`config.mk`:
```
export PLATFORM = sky130hd
export DESIGN_NAME = calc_sequencer
export DESIGN_NICKNAME = d
export VERILOG_FILES = /design/src/rtl/calc_sequencer.sv
export SDC_FILE = /design/constraint.sdc
export NUM_CORES = 1
export LEC_CHECK = 0
export CAP_MARGIN = 20
export CORE_ASPECT_RATIO = 0.6
export CORE_UTILIZATION = 30
export CTS_CLUSTER_DIAMETER = 30
export DETAILED_ROUTE_END_ITERATION = 10
export GPL_TIMING_DRIVEN = 0
export SLEW_MARGIN = 0
export SYNTH_ARGS = -nofsm -noshare
export SYNTH_HDL_FRONTEND = slang
export SYNTH_SLANG_ARGS = --single-unit
```
`constraint.sdc`:
```
create_clock -name clk -period 3.4 [get_ports clk]
set_clock_uncertainty 0.05 [all_clocks]
set_input_delay 0.34 -clock clk [delete_from_list [all_inputs] [get_ports clk]]
set_output_delay 0.34 -clock clk [all_outputs]
set_load 0.01 [all_outputs]
```
`src/rtl/calc_sequencer.sv`:
```
// calc_sequencer
//   Sequences one BCD arithmetic operation at a time. Two 4-digit BCD
//   operands are captured on start and converted to binary, one digit per
//   operand per cycle. Add and subtract each take one execute cycle.
//   Multiply is a 16-step shift-add. Every result is reported with a
//   one-cycle done pulse.
//
// Parameters
//   SAT     1: an overflowing product saturates to 16'hFFFF
//           0: an overflowing product keeps its low 16 bits
//
// Ports
//   clk     system clock, rising edge
//   rst     asynchronous reset, active low
//   start   begin an operation (sampled only while idle)
//   op      00 add, 01 subtract (A-B), 10 multiply, 11 reserved
//   A1..A4  operand A BCD digits, A1 thousands .. A4 units
//   B1..B4  operand B BCD digits, B1 thousands .. B4 units
//   busy    high from the cycle after start is accepted through the done cycle
//   done    one-cycle pulse, result fields valid
//   result  unsigned magnitude of the outcome
//   neg     subtract produced a negative outcome
//   ovf     multiply product exceeded 65535
//   err     invalid BCD digit or reserved op
module calc_sequencer #(
  parameter bit SAT = 1'b1
) (
  input  logic        clk,
  input  logic        rst,
  input  logic        start,
  input  logic [1:0]  op,
  input  logic [3:0]  A1,
  input  logic [3:0]  A2,
  input  logic [3:0]  A3,
  input  logic [3:0]  A4,
  input  logic [3:0]  B1,
  input  logic [3:0]  B2,
  input  logic [3:0]  B3,
  input  logic [3:0]  B4,
  output logic        busy,
  output logic        done,
  output logic [15:0] result,
  output logic        neg,
  output logic        ovf,
  output logic        err
);

  typedef enum logic [1:0] {IDLE, LOAD, EXEC, DONE} state_t;

  localparam logic [1:0] OP_ADD = 2'b00;
  localparam logic [1:0] OP_SUB = 2'b01;
  localparam logic [1:0] OP_MUL = 2'b10;
  localparam logic [1:0] OP_RSV = 2'b11;

  state_t      state;
  logic [1:0]  op_q;
  logic [15:0] a_dig;       // captured digits, next digit to consume in [15:12]
  logic [15:0] b_dig;
  logic        bad_q;       // captured digits or op unusable
  logic [13:0] acc_a;
  logic [13:0] acc_b;
  logic [3:0]  cnt;
  logic [26:0] prod;        // 9999*9999 < 2^27
  logic [26:0] mcand;
  logic [13:0] mplier;

  logic [13:0] acc_a_nx;
  logic [13:0] acc_b_nx;
  logic [26:0] prod_nx;

  function automatic logic bcd_bad(input logic [15:0] d);
    return (d[15:12] > 4'd9) || (d[11:8] > 4'd9) ||
           (d[7:4]   > 4'd9) || (d[3:0]  > 4'd9);
  endfunction

  function automatic logic [15:0] sat_prod(input logic [26:0] p);
    if (p > 27'd65535)
      return SAT ? 16'hFFFF : p[15:0];
    return p[15:0];
  endfunction

  always_comb begin
    acc_a_nx = acc_a * 14'd10 + {10'd0, a_dig[15:12]};
    acc_b_nx = acc_b * 14'd10 + {10'd0, b_dig[15:12]};
    prod_nx  = prod + (mplier[0] ? mcand : 27'd0);
  end

  always_ff @(posedge clk or negedge rst) begin
    if (!rst) begin
      state  <= IDLE;
      op_q   <= OP_ADD;
      a_dig  <= '0;
      b_dig  <= '0;
      bad_q  <= 1'b0;
      acc_a  <= '0;
      acc_b  <= '0;
      cnt    <= '0;
      prod   <= '0;
      mcand  <= '0;
      mplier <= '0;
      busy   <= 1'b0;
      done   <= 1'b0;
      result <= '0;
      neg    <= 1'b0;
      ovf    <= 1'b0;
      err    <= 1'b0;
    end else begin
      case (state)
        IDLE: begin
          if (start) begin
            op_q  <= op;
            a_dig <= {A1, A2, A3, A4};
            b_dig <= {B1, B2, B3, B4};
            bad_q <= bcd_bad({A1, A2, A3, A4}) || bcd_bad({B1, B2, B3, B4}) ||
                     (op == OP_RSV);
            acc_a <= '0;
            acc_b <= '0;
            cnt   <= '0;
            busy  <= 1'b1;
            state <= LOAD;
          end
        end

        LOAD: begin
          acc_a <= acc_a_nx;
          acc_b <= acc_b_nx;
          a_dig <= {a_dig[11:0], 4'd0};
          b_dig <= {b_dig[11:0], 4'd0};
          cnt   <= cnt + 4'd1;
          if (cnt == 4'd3) begin
            cnt <= '0;
            if (bad_q) begin
              result <= '0;
              neg    <= 1'b0;
              ovf    <= 1'b0;
              err    <= 1'b1;
              done   <= 1'b1;
              state  <= DONE;
            end else begin
              // Multiplier operands are seeded from the final accumulator
              // values so that all 16 shift-add steps land in EXEC.
              prod   <= '0;
              mcand  <= {13'd0, acc_a_nx};
              mplier <= acc_b_nx;
              state  <= EXEC;
            end
          end
        end

        EXEC: begin
          case (op_q)
            OP_ADD: begin
              result <= {1'b0, {1'b0, acc_a} + {1'b0, acc_b}};
              neg    <= 1'b0;
              ovf    <= 1'b0;
              err    <= 1'b0;
              done   <= 1'b1;
              state  <= DONE;
            end
            OP_SUB: begin
              if (acc_a >= acc_b) begin
                result <= {2'b00, acc_a - acc_b};
                neg    <= 1'b0;
              end else begin
                result <= {2'b00, acc_b - acc_a};
                neg    <= 1'b1;
              end
              ovf   <= 1'b0;
              err   <= 1'b0;
              done  <= 1'b1;
              state <= DONE;
            end
            OP_MUL: begin
              prod   <= prod_nx;
              mcand  <= {mcand[25:0], 1'b0};
              mplier <= {1'b0, mplier[13:1]};
              cnt    <= cnt + 4'd1;
              if (cnt == 4'd15) begin
                result <= sat_prod(prod_nx);
                ovf    <= (prod_nx > 27'd65535);
                neg    <= 1'b0;
                err    <= 1'b0;
                done   <= 1'b1;
                state  <= DONE;
              end
            end
            default: begin
              // Reserved op is trapped in LOAD; recover defensively.
              result <= '0;
              neg    <= 1'b0;
              ovf    <= 1'b0;
              err    <= 1'b1;
              done   <= 1'b1;
              state  <= DONE;
            end
          endcase
        end

        DONE: begin
          done  <= 1'b0;
          busy  <= 1'b0;
          state <= IDLE;
        end

        default: begin
          done  <= 1'b0;
          busy  <= 1'b0;
          state <= IDLE;
        end
      endcase
    end
  end

endmodule

```
==> metrics.cfg <==
[place]
place_ws_ns=-0.916
gp_congestion=0.930
placed_cell_area_um2=12900
io_buffers=57
place_hpwl_mm=28.5

[floorplanning]
die_y_um=154
die_w_um=255
rows=55
core_area_um2=37800
top_level_ports=58
dieArea_um2=39300
start_util_pct=30.5

[logic_synthesis]
synth_warnings=0
synth_top_area_share_pct=34.3
syn_inst=1283
synth_common_cells=dfrtp_1, o21ai_0, nand2_1, ha_1, a21oi_1
synth_area_per_cell_um2=8.99
synthTopCellsByArea=dfrtp_1, ha_1, o21ai_0, nand2_1, a21oi_1
synth_cell_types=73
ys_seq_area_share_pct=34.3
synthFlopType=dfrtp_1
async_flop_share_pct=100
synth.ff_latch_count=158
syn-num-nets=1444
synth.most_common_cell=dfrtp_1
synth_edf_count=0
syn-cell-area_um2=11500
synth_top_area_cell=dfrtp_1

[global_routing]
grt-busiest-layer=met1
grt_use_met1_pct=31.0
grt_pass1_wl_mm=57.3
grt_pass1_vias=9857
track_usage_pct=19.0
antenna_found_initial=1
gr-usage-met3_pct=5.32
use_met2_pct=23.8
overflow=0
grt_max_degree=120

[clock_network]
clockBufferDepth=2
clk_latency_ns=0.44
numCtsBuffers=17
cts.sinks=158
htreeDepth=4
clockRootBuffer=clkbuf_16
clk_pin_slew_ns=0.06
cts_tree=done

[final_layout]
area_growth_syn_to_layout_pct=23.8
nFillCells=3788
design_area_um2=14300
drive_gt1_share_pct=14.9
fin_nets=1554
antennaDiodeCount=0

[power]
power_density_nw_per_um2=935
leakage_nw=6.34
vdd_drop_max_mv=0.476
finalPower_mw=13.4

[setup_path]
cp.arrival_ns=4.09
ff2ff_setup_slack_ns=-0.43
cp.required_ns=3.67
reg2regPathDepth=18
critical_path_class=register to register
cp-end-kind=register
r2r_start=mplier[0]
r2r-end=result[5]
start_kind=register
crit_fanout=7

[routing]
wl_per_cell_um=19.4
via_per_inst=5.39
drtIter0Drc=919
vias=10300
dr.pass1.iters=5
drcViolationCount=0
totalWireLength_mm=37.2
drtAntennaViolNets=0

[timing]
finalSetupTns_ns=-6.01
fin_crit_sh_pct=113
tightest_slew_ns=0.920
rsz0062_at_grt=yes
setup_violations=17
holdWs_ns=0.333
slew_viol_final=0
hold_viol_final=0
period_needed_ns=3.83
timing.final.ws_setup_ns=-0.425
slew_headroom_pct=38.4
max_clock_freq_mhz=261

[run_status]
status=complete, but fails checks
violations=negative setup slack

[job]
drv_cap=0

[min_path]
hp-class=input port to asynchronous set/reset pin

through the flow:
stage,utilization [%],std cells
final,37.8,1919
after global placement,34.0,1853
after global routing,37.8,1919
after floorplan,-,1283
after CTS,36.6,1903
after detailed placement,34.1,1854
where the power goes:
part	switching (mW)	total (mW)	internal [mW]
registers	0.726	3.23	2.50
logic	4.92	8.18	3.26
clock network	0.824	1.95	1.13
total	6.47	13.4	6.89
kinds of logic (layout without fill, tap and decap cells):
family	count (synthesis)	in the layout	synth area share, %
compound gates	428	428	24.1
xor+xnor	69	69	5.36
fa+ha+maj	124	124	14.0
buf+inv	127	250	4.38
flops	158	158	34.3
mux	38	38	3.34
simple gates	339	339	14.5
critical path: stages, from the launching register on:
cell and delay (ns):
dfrtp_1 0.43, buf_8 0.16, clkbuf_16 0.16, and2_4 0.14, ha_4 0.16, fa_2 0.34
a21o_1 0.20, nand3_2 0.11, a21o_4 0.17, a2111oi_4 0.10, buf_4 0.17, or3b_1 0.38
nand3_2 0.08, o211ai_1 0.13, nor4_4 0.29, buf_6 0.17, buf_6 0.13, a21oi_2 0.06
a221o_1 0.27
state kept, by name, summed over array words and instances (netlist names), 2 cells and up:
| signal | count |
|---|---|
| op_q | 2 |
| mcand | 27 |
| result | 16 |
| state | 2 |
| mplier | 14 |
| acc_a | 14 |
| acc_b | 14 |
| b_dig | 16 |
| prod | 27 |
| a_dig | 16 |
| cnt | 4 |
area by class of cell:
cell class,count,area (um2),area share [%]
flip-flops and latches,158,3970,27.8
clock inverters,11,131,0.920
plain buffers,57,280,1.96
well taps,513,642,4.49
multi-input cells,998,7620,53.3
clock buffers,21,460,3.22
repair buffers,100,950,6.65
inverters,61,233,1.63
cell usage in the layout, fill, tap and decap left out, types with 10 or more instances in the layout:
cell type | Yosys | final
a211oi_1 | 12 | 10
a21o_1 | 34 | 31
a21oi_1 | 84 | 74
a21oi_2 | 0 | 10
a221o_1 | 17 | 17
a22o_1 | 32 | 32
a22oi_1 | 19 | 19
a31oi_1 | 17 | 13
and2_1 | 33 | 27
buf_4 | 1 | 32
clkbuf_1 | 46 | 36
clkbuf_16 | 0 | 18
clkdlybuf4s50_1 | 0 | 56
dfrtp_1 | 158 | 145
dfrtp_2 | 0 | 13
ha_1 | 116 | 100
ha_4 | 0 | 10
inv_1 | 61 | 59
mux2i_1 | 34 | 32
nand2_1 | 131 | 131
nand3_1 | 28 | 22
nor2_1 | 47 | 44
nor2b_1 | 21 | 17
nor3_1 | 15 | 15
nor3b_1 | 13 | 11
o211ai_1 | 12 | 12
o21ai_0 | 138 | 123
o21ai_1 | 4 | 13
xnor2_1 | 45 | 40
xor2_1 | 23 | 21
metal layers:
metal / vias to the layer above / share of wire (%)
met1: 5022 / 52
met4: 0 / 0.75
met3: 28 / 10
met2: 423 / 37
li1: 4866 / -
met5: - / 0
how the worst max path moves through the flow:
stage	start	end	slack, ns
after floorplan	mplier[0]	result[11]	-0.12
after global placement	rst	acc_b[5]	-4.82
after detailed placement	mplier[0]	result[4]	-0.92
after CTS	mplier[0]	result[4]	-0.45
after global routing	mplier[0]	result[3]	-0.50
final	mplier[0]	result[5]	-0.43
timing repair:
item                                    4_1_cts  5_1_grt
endpoints found under the setup margin       28       38
pin swaps                                    12       36
hold endpoints to repair                     39        0
setup buffers                                17       21
gates resized for setup                      50       89
hold buffers                                  1        0
gates cloned                                  3        0
Power figures use the tool's default switching activity.
